## config.mk

```make
export PLATFORM = sky130hd
export DESIGN_NAME = breath_env
export DESIGN_NICKNAME = d
export VERILOG_FILES = /design/src/rtl/breath_pkg.sv /design/src/rtl/gamma_sq.sv /design/src/rtl/breath_env.sv
export SDC_FILE = /design/constraint.sdc
export NUM_CORES = 1
export LEC_CHECK = 0
export ABC_AREA = 1
export BUFFER_PORTS_ARGS = -buffer_cell sky130_fd_sc_hd__buf_2
export CAP_MARGIN = 25
export CORE_MARGIN = 5
export CORE_UTILIZATION = 25
export DETAILED_ROUTE_END_ITERATION = 12
export PLACE_DENSITY_LB_ADDON = 0.2
export RECOVER_POWER = 100
export REMOVE_ABC_BUFFERS = 1
export SLEW_MARGIN = 20
export SYNTH_ARGS = -nofsm -noshare
export SYNTH_HDL_FRONTEND = slang
export SYNTH_SLANG_ARGS = --single-unit
```

## constraint.sdc

```tcl
create_clock -name clk -period 3.8 [get_ports clk]
set_input_delay 0 -clock clk [delete_from_list [all_inputs] [get_ports clk]]
set_output_delay 0 -clock clk [all_outputs]
set_load 0.005 [all_outputs]
```

## src/rtl/breath_pkg.sv

```systemverilog
// Shared definitions for the breathing-LED envelope generator: phase
// encoding, default parameter values and small width/level helpers.
// The optional gamma stage is controlled by the BREATH_GAMMA_EN macro.
package breath_pkg;

    // Envelope phases; encoding is visible on the phase output.
    typedef enum logic [1:0] {
        RISE    = 2'd0,
        HOLD_HI = 2'd1,
        FALL    = 2'd2,
        HOLD_LO = 2'd3
    } phase_e;

    localparam int DEF_PWM_BITS   = 16;
    localparam int DEF_PRESCALE   = 256;
    localparam int DEF_HOLD_STEPS = 64;

    // Counter width able to hold 0..n-1, never narrower than one bit.
    function automatic int cnt_width(input int n);
        return (n > 1) ? $clog2(n) : 1;
    endfunction

    // Full-scale level for a given duty width (2^bits - 1).
    function automatic logic [63:0] lmax(input int bits);
        return (64'd1 << bits) - 64'd1;
    endfunction

endpackage

```

## src/rtl/gamma_sq.sv

```systemverilog
// Registered squarer for perceptual brightness correction. Returns the
// upper half of level*level, so full scale maps to full scale minus one.
// Only instantiated when BREATH_GAMMA_EN is defined.
module gamma_sq #(
    parameter int W = 16
) (
    input  logic         clk,
    input  logic         rst,
    input  logic [W-1:0] din,
    output logic [W-1:0] dout
);

    logic [2*W-1:0] prod;
    logic [W-1:0]   sq_d;
    logic [W-1:0]   sq_q;

    // Full-width product, keep only the top half.
    always_comb begin
        prod = {{W{1'b0}}, din} * {{W{1'b0}}, din};
        sq_d = prod[2*W-1:W];
    end

    // Pipeline register; asynchronous active-low clear.
    always_ff @(posedge clk or negedge rst) begin
        if (!rst) begin
            sq_q <= '0;
        end else begin
            sq_q <= sq_d;
        end
    end

    assign dout = sq_q;

endmodule

```

## src/rtl/breath_env.sv

```systemverilog
// Four-phase brightness envelope (rise, hold high, fall, hold low) that
// advances once every PRESCALE PWM periods. The duty value min follows
// level through one register, or through the gamma squarer plus one
// register when BREATH_GAMMA_EN is defined.
module breath_env
    import breath_pkg::*;
#(
    parameter int PWM_BITS   = DEF_PWM_BITS,
    parameter int PRESCALE   = DEF_PRESCALE,
    parameter int HOLD_STEPS = DEF_HOLD_STEPS
) (
    input  logic                clk,
    input  logic                rst,
    input  logic                enable,
    input  logic                period_tick,
    input  logic [PWM_BITS-1:0] step,
    output logic [PWM_BITS-1:0] min,
    output logic [PWM_BITS-1:0] level,
    output logic [1:0]          phase,
    output logic                cycle_done
);

    localparam int PS_W   = cnt_width(PRESCALE);
    localparam int HOLD_W = cnt_width(HOLD_STEPS);

    localparam logic [PS_W-1:0]     PS_LAST   = PS_W'(PRESCALE - 1);
    localparam logic [HOLD_W-1:0]   HOLD_LAST = HOLD_W'(HOLD_STEPS - 1);
    localparam logic [PWM_BITS-1:0] LMAX      = PWM_BITS'(lmax(PWM_BITS));
    localparam logic [PWM_BITS:0]   LMAX_X    = {1'b0, LMAX};

    logic [PS_W-1:0]     ps_q, ps_d;
    logic [HOLD_W-1:0]   hold_q, hold_d;
    logic [PWM_BITS-1:0] level_q, level_d;
    phase_e              phase_q, phase_d;
    logic                cd_q, cd_d;
    logic [PWM_BITS-1:0] min_q, min_d;

    logic                advance;
    logic [PWM_BITS:0]   sum_x;
    logic [PWM_BITS:0]   level_x;
    logic [PWM_BITS:0]   step_x;

    assign advance = period_tick & enable & (ps_q == PS_LAST);

    // Prescaler: counts accepted period ticks, wraps on the advance tick.
    always_comb begin
        ps_d = ps_q;
        if (period_tick && enable) begin
            ps_d = (ps_q == PS_LAST) ? '0 : ps_q + PS_W'(1);
        end
    end

    // Envelope FSM next state; widened arithmetic so nothing wraps.
    always_comb begin
        level_x = {1'b0, level_q};
        step_x  = {1'b0, step};
        sum_x   = level_x + step_x;
        level_d = level_q;
        phase_d = phase_q;
        hold_d  = hold_q;
        cd_d    = 1'b0;
        if (advance) begin
            case (phase_q)
                RISE: begin
                    if (sum_x >= LMAX_X) begin
                        level_d = LMAX;
                        phase_d = HOLD_HI;
                        hold_d  = '0;
                    end else begin
                        level_d = sum_x[PWM_BITS-1:0];
                    end
                end
                HOLD_HI: begin
                    if (hold_q == HOLD_LAST) begin
                        phase_d = FALL;
                    end else begin
                        hold_d = hold_q + HOLD_W'(1);
                    end
                end
                FALL: begin
                    if (level_x <= step_x) begin
                        level_d = '0;
                        phase_d = HOLD_LO;
                        hold_d  = '0;
                    end else begin
                        level_d = level_q - step;
                    end
                end
                default: begin
                    if (hold_q == HOLD_LAST) begin
                        phase_d = RISE;
                        cd_d    = 1'b1;
                    end else begin
                        hold_d = hold_q + HOLD_W'(1);
                    end
                end
            endcase
        end
    end

`ifdef BREATH_GAMMA_EN
    logic [PWM_BITS-1:0] sq;

    gamma_sq #(
        .W (PWM_BITS)
    ) u_gamma_sq (
        .clk  (clk),
        .rst  (rst),
        .din  (level_q),
        .dout (sq)
    );

    // Duty value follows the squared level.
    always_comb begin
        min_d = sq;
    end
`else
    // Duty value follows the linear level.
    always_comb begin
        min_d = level_q;
    end
`endif

    // State registers; min keeps tracking level even while frozen so it
    // never lags a frozen level.
    always_ff @(posedge clk or negedge rst) begin
        if (!rst) begin
            ps_q    <= '0;
            hold_q  <= '0;
            level_q <= '0;
            phase_q <= RISE;
            cd_q    <= 1'b0;
            min_q   <= '0;
        end else begin
            ps_q    <= ps_d;
            hold_q  <= hold_d;
            level_q <= level_d;
            phase_q <= phase_d;
            cd_q    <= cd_d;
            min_q   <= min_d;
        end
    end

    assign min        = min_q;
    assign level      = level_q;
    assign phase      = phase_q;
    assign cycle_done = cd_q;

endmodule
```

-- Word level (Yosys, flattened, before mapping)
Cells that the tools add are included.
- add/subtract/negate cells: 4
- magnitude comparators: 2
- equality and inequality tests: 8
- mux-type cells: 16
- bitwise gates (word level): 2
- reduce and logical (&&, ||, !) cells: 8
- operators with widths (kind ; count):
    $mux W16 ; 2
    $pmux W16 S2 ; 1
    $mux W6 ; 3
    $add A16 B16 Y17 ; 1
    $ge A17 B16 Y1 const B ; 1
    $le A16 B16 Y1 ; 1
    $sub A16 B16 Y16 ; 1
    $pmux W6 S2 ; 1
    $add A8 B1 Y8 const B ; 1
    $eq A8 B8 Y1 const B ; 1
    $mux W2 ; 4
    $mux W8 ; 1
    $add A6 B1 Y6 const B ; 1
    $eq A6 B6 Y1 const B ; 1
    $ne A2 B2 Y1 const B ; 3
    $pmux W2 S3 ; 1
    $reduce_and A5 Y1 ; 1
    $reduce_and A4 Y1 ; 1
    $mux W1 ; 3
    $ne A3 B1 Y1 const B ; 1
    $reduce_bool A3 Y1 ; 1
    $reduce_or A3 Y1 ; 1
    $and A1 B1 Y1 ; 2
    $eq A2 B1 Y1 const B ; 1
    other kinds (5) ; 5
- flip-flop bits (word level): 49
- input port bits: 20
- output and inout bits: 35
- logic and storage cells: 46

-- Longest topological paths before layout
- depth after elaboration: 4
- depth in mapped cells: 20
- gate-level depth less buffers: 20

-- Least setup slack after synthesis
No wires, ideal clock.
- path type: reg2reg
- start: reg level_q[0] (netlist: level[0])
- end: reg hold_q[0]
- setup time: 117 ps
- arrival time: 2314 ps
- data required time: 3683 ps
- slack: 1369 ps
- stages on the path, launching flop included: 19
- buffers on the path: 0
- period minus slack after synthesis: 2431 ps
- cell sequence: dfrtp_1 inv_1 ha_1 inv_1 fa_1 nand2_1 inv_1 o21ai_1 nand2_1 nand2_1 nand3_1 nand3_1 nand3_1 nand2_1 inv_1 nor2_2 nand3_2 nand2_1 nand2_1
- word-level cells in the longest chain between the ends: 4
- elaborated cells between the ends (all ways): 6
- those cells by class: add/sub (1); order compare (2); eq/ne (2); reduce/logical (1)
- RTL lines (element ; line ; text):
    start, declared ; breath_env.sv:33 ; logic [PWM_BITS-1:0] level_q, level_d;
    start signal, assigned ; breath_env.sv:137 ; level_q <= level_d;
    $add A16 B16 Y17 ; breath_env.sv:57 ; sum_x = level_x + step_x;
    $ge A17 B16 Y1 ; breath_env.sv:65 ; if (sum_x >= LMAX_X) begin
    $ne A2 B2 Y1 (no line) ; -- ;
    $reduce_and A4 Y1 (no line) (*) ; -- ;
    end signal, assigned ; breath_env.sv:136 ; hold_q <= hold_d;
    end, declared ; breath_env.sv:32 ; logic [HOLD_W-1:0] hold_q, hold_d;
Mark *: on every way between the ends. The rest lies on a longest branch, timed or not.
A chain may end at the register's enable or synchronous reset.

-- Final worst setup path
- start: reg level_q[0] (netlist: level[0])
- end: reg hold_q[5]
The elaborated chain is that of the path after synthesis.

==> run_results.csv <==
group,metric,value,unit
outcome,status,"finished, violations left",
outcome,violations,"max-capacitance violations, max-slew violations",
floorplanning,fp.dieArea,0.01927,mm2
synthesis,netlist_top_cells_area,"dfrtp_1 (30%), nand2_1 (14%), ha_1 (11%), inv_1 (7.1%), nor2_1 (5.2%)",
cts,clockBufferDepth,2,
routing,drt_iter0_drc,265,
timing,min_period,3.386,ns
final_layout,nets,704,
routing,wl_per_cell,14.32,um
synthesis,synth_top_area_cell,"dfrtp_1",
final_layout,synthToLayoutAreaGrowth,13.88,%
final_layout,drive_gt1_share,11.63,%
global_route,gr-total-overflow,0,
floorplanning,dieWidth,138.8,um
synthesis,synth-edff-count,0,
synthesis,synth_cells,594,
synthesis,yosys-top-cells-count,"nand2_1 (157), inv_1 (79), nor2_1 (57)",
cts,clock-sinks,49,
global_route,grt_pass1_wl,20.84,mm
setup_path,r2r-start,"level[0]$_DFFE_PN0P_",
flow_run,drv_cap,1,
global_route,use_met3,2.310,%
final_layout,n_antenna_cell,0,
synthesis,avgSynthCellArea,6.983,um2
power_and_ir_drop,peakVddDrop,0.2068,mV
placement,io_buffers,54,
synthesis,synthMostInstantiatedCell,"nand2_1",
placement,dp_hpwl,9.749,mm
timing,rsz0062_at_grt,"false",
synthesis,seq_area_frac_synth,29.56,%
placement,routabilityCongestion,0.9159,
floorplanning,die_h,138.8,um
routing,drt-pass1-iter-count,5,
setup_path,critPathMaxFanout,16,
synthesis,synth_seq_cells,49,
power_and_ir_drop,power_density,740.0,mW/mm2
floorplanning,start_util,25.28,%
setup_path,critPathRequiredTime,3.99,ns
placement,placed_cells,856,
cts,clkTransAtPathRegs,0.08,ns
setup_path,crit_path_end_kind,"flip-flop",
floorplanning,core,0.01641,mm2
routing,num_vias,4028,
timing,drv_slew,50,
min_path,hold_path_class,"primary input to flip-flop",
cts,cts_setup_buffers,0,
setup_path,critPathLaunch,"level[0]$_DFFE_PN0P_",
synthesis,synth_top_area_share,29.56,%
min_path,hp-start,"enable",
global_route,grt.total_usage,13.01,%
cts,cts_inserted_buffers,5,
setup_path,cp.arrival,3.57,ns
timing,fin_crit_sh,89.11,%
cts,root_buffer,"clkbuf_16",
synthesis,ys_types,40,
timing,fin_tns_setup,0,ns
synthesis,mappedNetlistArea,0.004148,mm2
timing,finalHoldViolations,0,
global_route,top_usage_layer,"met2",
timing,timing.slew.headroom,-86.41,%
global_route,met2_usage,21.22,%
cts,insertion_delay,0.30,ns
timing,tightestPinTransition,2.796,ns
cts,holdBufCountCts,1,
timing,finClkSkew,0.008539,ns
synthesis,async_reset_ff_share,100.0,%
global_route,antenna_found_initial,1,
routing,ant_nets,0,
routing,wl,12.39,mm
cts,cts_max_level,2,
setup_path,criticalPathCategory,"flip-flop to flip-flop",
power_and_ir_drop,cellLeakagePower,0.002598,uW
floorplanning,ios,55,
global_route,grt_pass1_vias,4084,
synthesis,ys.flop_type,"dfrtp_1",
timing,max_freq,0.2953,GHz
cts,cts_resized,0,
global_route,grt_start_max_net_pins,50,
final_layout,fin_cells,865,
cts,cts_tree,"built",
routing,drc,0,
timing,setup_violations,0,
global_route,grt_util_met1,17.14,%
routing,vias_per_cell,4.657,
floorplanning,rows,47,
setup_path,start_kind,"flip-flop",
synthesis,ys_warn_count,0,
power_and_ir_drop,fin_total_pwr,3495,uW
## state kept, by name, summed over array words and instances (netlist names)
register    flops
ps_q            8
phase           2
min            16
cycle_done      1
hold_q          6
level          16
## per-layer routing
metal  vias up  wire, um
met5         -        13
met4         2       269
met3        23       656
met2       129      5668
met1      1865      5781
li1       2009         -
## cells in the final DEF, fill, tap and decap left out, types with 2 or more instances in the layout
| master | Yosys | final |
|---|---|---|
| nand2_1 | 157 | 157 |
| inv_1 | 79 | 79 |
| nand3_2 | 2 | 2 |
| nor3b_1 | 3 | 3 |
| nor2_2 | 3 | 3 |
| inv_2 | 8 | 8 |
| nand2_2 | 7 | 7 |
| fa_1 | 2 | 2 |
| nand3_1 | 42 | 43 |
| buf_4 | 3 | 2 |
| nand3b_1 | 6 | 6 |
| dfrtp_1 | 49 | 49 |
| a21o_1 | 5 | 5 |
| nor3_1 | 7 | 8 |
| ha_1 | 38 | 38 |
| a31oi_1 | 3 | 3 |
| clkinv_1 | 2 | 2 |
| clkbuf_16 | 0 | 5 |
| a21oi_1 | 39 | 41 |
| buf_2 | 9 | 34 |
| xor2_1 | 12 | 12 |
| clkbuf_1 | 0 | 21 |
| a21oi_2 | 8 | 6 |
| nor2_1 | 57 | 57 |
| o21ai_0 | 16 | 17 |
| nand4_1 | 12 | 12 |
| o21bai_1 | 6 | 6 |
| nor2_4 | 2 | 2 |
## final timing paths
check | depth (start not counted) | endpoint | slack [ns]
setup / recovery | 17 | hold_q[5]$_DFFE_PN0P_ | 0.41
hold / removal | 4 | ps_q[1]$_DFFE_PN0P_ | 0.1
setup reg to reg | 17 | hold_q[5]$_DFFE_PN0P_ | 0.41
hold reg to reg | 0 | min[3]$_DFF_PN0_ | 0.46
max in group asynchronous | 3 | ps_q[3]$_DFFE_PN0P_ | 0.99
min in group asynchronous | 3 | level[7]$_DFFE_PN0P_ | 1.23
## critical path: stages (launching register included)
cell     delay, ns
dfrtp_1       0.42
ha_1          0.22
inv_1         0.06
fa_1          0.37
inv_1         0.06
nand2_1       0.08
nand2_2       0.13
nand3_1       0.11
nand3_1       0.09
nand2_1       0.09
nor2_1        0.09
nand3_1       0.12
nor2_2        0.13
nand3_1       0.61
nand3_4       0.36
nand3_2       0.17
nand2_1       0.10
nand2_1       0.06
## metrics by stage
| step | hold slack (ns) | util, % | area (um2) | setup slack, ns |
|---|---|---|---|---|
| after global placement | 0.1648 | 28.16 | 4621 | 0.7461 |
| after global routing | 0.1238 | 28.79 | 4723 | 0.1067 |
| after detailed placement | 0.1804 | 28.16 | 4621 | 0.6312 |
| after floorplan | -0.2956 | - | 4053 | 1.186 |
| after CTS | 0.09472 | 29.12 | 4777 | 0.5984 |
| final | 0.09511 | 28.79 | 4723 | 0.4137 |
## cell type report
class	instances	area (um2)
inverters	89	334.1
flip-flops and latches	49	1226
clock buffers	5	125.1
fillers	1762	11680
repair buffers	58	274.0
multi-input cells	441	2467
clock inverters	3	21.27
well taps	220	275.3
## logic make-up after synthesis
kind of cell	synth area share [%]
xor gates and xnor gates	2.745
and+or+nand+nor	32.88
AOI/OAI and AO/OA	12.04
adders and majority gates	12.43
DFF	29.56
buffers and inverters	10.35
## power by group
part | internal, uW | switching (uW) | leakage (uW) | total [uW]
sequential | 720 | 181 | 0.000633 | 901
clock | 246 | 216 | 0.0000702 | 462
combinational | 749 | 1380 | 0.00190 | 2130
total | 1710 | 1780 | 0.00260 | 3500
(Power assumes the default switching activity.)
